## config.mk

```make
export PLATFORM = sky130hd
export DESIGN_NAME = llc_update_ctrl
export DESIGN_NICKNAME = d
export VERILOG_FILES = /design/src/rtl/llc_update_ctrl.sv
export SDC_FILE = /design/constraint.sdc
export NUM_CORES = 1
export LEC_CHECK = 0
export BUFFER_PORTS_ARGS = -buffer_cell sky130_fd_sc_hd__buf_2
export CAP_MARGIN = 20
export CELL_PAD_IN_SITES_DETAIL_PLACEMENT = 1
export CELL_PAD_IN_SITES_GLOBAL_PLACEMENT = 1
export CORE_UTILIZATION = 32
export DETAILED_ROUTE_END_ITERATION = 6
export PLACE_DENSITY_LB_ADDON = 0.15
export SLEW_MARGIN = 10
export SYNTH_ARGS = -nofsm -noshare
export SYNTH_HDL_FRONTEND = slang
export SYNTH_SLANG_ARGS = --single-unit
export TNS_END_PERCENT = 10
```

## constraint.sdc

```tcl
create_clock -name clk -period 2.1 [get_ports clk]
set_input_delay 0.315 -clock clk [delete_from_list [all_inputs] [get_ports clk]]
set_output_delay 0.315 -clock clk [all_outputs]
set_load 0.005 [all_outputs]
```

## src/rtl/llc_update_ctrl.sv

```systemverilog
// llc_update_ctrl: sequencer for the LLC update (write-back) stage.
// Decides each cycle whether the update stage fires for the FIFO head. For
// reset/flush packets it first walks every set, then fires the final update.
// Optional build macro: LLC_UPDATE_STARVE_GUARD_EN (starvation guard that
// asks the lookup stage to back off after MAX_DEFER deferred cycles).
module llc_update_ctrl #(
  parameter int SET_BITS  = 4,
  parameter int MAX_DEFER = 7
) (
  input  logic                clk,
  input  logic                rst,
  input  logic                fifo_empty_update,
  input  logic                head_is_rst,
  input  logic                head_is_flush,
  input  logic                rd_conflict,
  input  logic                llc_rst_tb_done_ready_int,
  output logic                update_en,
  output logic                sweep_wr_en,
  output logic [SET_BITS-1:0] sweep_set,
  output logic                busy,
  output logic                hold_lookup
);

  typedef enum logic [1:0] {
    ST_IDLE   = 2'd0,
    ST_SWEEP  = 2'd1,
    ST_FINISH = 2'd2
  } state_e;

  localparam logic [SET_BITS-1:0] LAST_SET = '1;

  state_e              state_q, state_d;
  logic [SET_BITS-1:0] set_q, set_d;
  logic                upd_raw;
  logic                swe_raw;
  logic                head_special;

  assign head_special = head_is_rst | head_is_flush;

  // Next-state, sweep counter and raw port-use decisions.
  always_comb begin
    // NOTE: every signal gets a default before the case so no path leaves it
    // unassigned; otherwise synthesis infers a latch.
    state_d = state_q;
    set_d   = set_q;
    upd_raw = 1'b0;
    swe_raw = 1'b0;
    unique case (state_q)
      ST_IDLE: begin
        if (!fifo_empty_update) begin
          if (head_special) begin
            state_d = ST_SWEEP;
            set_d   = '0;
          end else if (!rd_conflict) begin
            upd_raw = 1'b1;
          end
        end
      end
      ST_SWEEP: begin
        // The lookup stage owns the port on a conflict; the counter holds.
        if (!rd_conflict) begin
          swe_raw = 1'b1;
          set_d   = set_q + 1'b1;
          if (set_q == LAST_SET) begin
            state_d = ST_FINISH;
          end
        end
      end
      ST_FINISH: begin
        if (llc_rst_tb_done_ready_int && !rd_conflict) begin
          upd_raw = 1'b1;
          state_d = ST_IDLE;
        end
      end
      default: begin
        state_d = ST_IDLE;
        set_d   = '0;
      end
    endcase
  end

  // State and sweep-counter registers with synchronous reset.
  always_ff @(posedge clk) begin
    // NOTE: sequential state uses non-blocking assignments so every flop
    // samples the pre-edge values regardless of statement order.
    if (rst) begin
      state_q <= ST_IDLE;
      set_q   <= '0;
    end else begin
      state_q <= state_d;
      set_q   <= set_d;
    end
  end

  // NOTE: the port strobes are combinational, so they are masked during the
  // reset cycle itself; otherwise a waiting plain head could fire while rst=1.
  assign update_en   = upd_raw & ~rst;
  assign sweep_wr_en = swe_raw & ~rst;
  assign sweep_set   = (state_q == ST_SWEEP && !rst) ? set_q : '0;
  assign busy        = (state_q != ST_IDLE);

`ifdef LLC_UPDATE_STARVE_GUARD_EN
  localparam int DEFER_W = (MAX_DEFER < 1) ? 1 : $clog2(MAX_DEFER + 1);
  localparam logic [DEFER_W-1:0] DEFER_MAX = DEFER_W'(MAX_DEFER);

  logic [DEFER_W-1:0] defer_q, defer_d;
  logic               deferring;

  // A pending plain update or sweep write is losing the port this cycle.
  assign deferring = rd_conflict &&
                     ((state_q == ST_IDLE && !fifo_empty_update && !head_special) ||
                      (state_q == ST_SWEEP));

  // Saturating count of consecutive deferred cycles; cleared on any port use.
  always_comb begin
    defer_d = defer_q;
    if (upd_raw || swe_raw) begin
      defer_d = '0;
    end else if (deferring && defer_q != DEFER_MAX) begin
      defer_d = defer_q + 1'b1;
    end
  end

  // Defer counter register.
  always_ff @(posedge clk) begin
    if (rst) begin
      defer_q <= '0;
    end else begin
      defer_q <= defer_d;
    end
  end

  // Ask the lookup stage to drop its request once the budget is exhausted.
  assign hold_lookup = !rst && deferring && (defer_q == DEFER_MAX);
`else
  // Without the guard, deferral is unbounded and the lookup stage is never held.
  assign hold_lookup = 1'b0;
`endif

endmodule

```

==> flow_summary.yaml <==
setup_path:
  cp-start-kind: "register"
  crit_arrival_ps: 1590
  path_class: "reg -> out"
  end_kind: "output pin"
  critPathMaxFanout: 2
  critical_path_required_ps: 1780
  ff2ff_path_depth: 5
cts:
  clkTransAtPathRegs_ps: 40
  clockBufferDepth: 2
  cts-buffers-inserted: 3
  cts_tree: "done"
  ctsResizeCount: 0
  insertion_delay_ps: 250
  clock-sinks: 6
  htreeDepth: 1
  hold_buffers: 0
  cts-root-buf: "clkbuf_4"
  postCtsSetupBuffers: 0
timing:
  post-route-period-util_pct: 90.9
  fmax_mhz: 524
  worst_pin_slew_ps: 520
  slew_headroom_pct: 65.3
  rsz0062_at_grt: "no"
  finalCriticalPeriod_ps: 1910
  slew_viol_final: 0
  tns_ps: 0
  hold_viol_final: 0
  skew_ps: 3.56
  finalSetupViolations: 0
detailed_routing:
  drc: 0
  drt_pass1_iterations: 2
  ant_nets: 0
  routedWlPerCell_um: 12.5
  drt-initial-drc-count: 3
  wl_um: 977
  viasPerCell: 5.18
  num_vias: 404
die:
  fp.dieW_um: 38.3
  core_area_mm2: 0.00117
  floorplan.initialDensity_pct: 36.0
  die_h_um: 38.3
  io_pins: 15
  num_rows: 12
  die-area_mm2: 0.00147
yosys:
  synth_edf_count: 0
  yosys.area.top_type_share_pct: 28.5
  synth_warnings: 0
  syn_area_um2: 422
  synth_common_cells: "dfxtp_1, o21ai_0"
  ys_dominant_reg_cell: "dfxtp_1"
  syn-instance-count: 49
  synth_area_leaders: "dfxtp_1, a2111oi_4, o21ai_0"
  synthDistinctLibCells: 31
  synth-seq-cells: 6
  synth.yosys.seq_area_share_pct: 28.5
  synth_nets: 57
  yosysTopAreaCell: "dfxtp_1"
  synth.most_common_cell: "dfxtp_1"
  async_flop_share_pct: 0
  avgSynthCellArea_um2: 8.61
grt:
  grt_usage_pct: 16.4
  grt_pass1_wl_mm: 1.57
  grt_start_max_net_pins: 13
  use_met3_pct: 3.49
  met1_usage_pct: 19.1
  first_global_vias: 378
  antenna_found_initial: 0
  use_met2_pct: 25.4
  grt_overflow: 0
  top_usage_layer: "met2"
finish:
  fin_util_pct: 44.2
  drive_above_1_share_pct: 35.9
  antenna_cells: 0
  finalNetCount: 74
  stdcell_count: 78
  syn_to_final_growth_pct: 22.8
  nFillCells: 161
power:
  switching_share_pct: 29.5
  clock_power_share_pct: 33.0
  p_comb_share_pct: 27.9
  power_frac_seq_pct: 39.1
  switchingPower_uw: 95.8
  p_int_uw: 228
  power_density_mw_per_mm2: 626
  p_total_uw: 324
  ir_drop_uv: 433
  p_leak_uw: 0.000253
placement:
  place.gp.congestion: 0.685
  dp_cells: 75
  portBuffers: 13
  dp_hpwl_um: 725
run_status:
  status: "finished clean"
hold_path:
  hold_class: "in -> reg"
  hold_depth: 2
run:
  cap_violations: 0
## worst max-delay path, stage by stage (launching register included)
cell	delay (ps)
dfxtp_1	310
or4_4	540
a2111oi_4	340
buf_2	160
## flip-flops by register name, indices dropped and copies added (netlist names)
| register | flops |
|---|---|
| state_q | 2 |
| set_q | 4 |
## placed cells by master, fill, tap and decap left out, types with 2 or more instances in the layout
cell      count
and2_1        3
buf_2        13
buf_4         2
clkbuf_4      3
dfxtp_1       6
inv_1         3
nand2_1       3
nand2b_1      3
nor2_1        3
o21ai_0       4
## cell type report
cell class	instances	area, µm²	area share, %
clock buffers	3	22.5	4.35
multi-input cells	37	267	51.4
repair buffers	15	80.1	15.5
flip-flops and latches	6	120	23.2
well taps	14	17.5	3.38
inverters	3	11.3	2.17
## metrics by stage
step / cell area (µm²) / hold slack, ps / setup slack [ps]
final: 518 / 396 / 190
after detailed placement: 495 / 485 / 184
after CTS: 518 / 389 / 174
after floorplan: 422 / 431 / 451
after global routing: 518 / 420 / 112
after global placement: 495 / 486 / 201
## logic make-up after synthesis
logic type      synth area share, %
simple gates                   26.1
compound gates                 28.2
buf+inv                        8.31
flops                          28.5
mux                            5.04
fa+ha+maj                      2.97
other cells                   0.889
## final timing paths
check             startpoint          to  slack, ps
hold reg to reg     set_q[3]    set_q[3]        520
setup reg to reg  state_q[0]    set_q[3]        570
hold / removal           rst  state_q[1]        400
setup / recovery  state_q[1]   update_en        190
## metal layers
metal / vias to the layer above / share of wire, %
met3: 2 / 4.2
li1: 206 / -
met1: 186 / 48
met4: 0 / 2.8
met2: 10 / 45
met5: - / 0
## power by group through the flow
stage	Combinational, µW	Sequential [µW]	Clock [µW]
6_report	90.4	127	107
4_1_cts	92.6	127	113
3_5_place_dp	92.4	129	0
2_1_floorplan	63.0	128	0
3_3_place_gp	92.1	129	0
5_1_grt	102	127	119
Note: power is estimated with default switching activity, not from simulation.
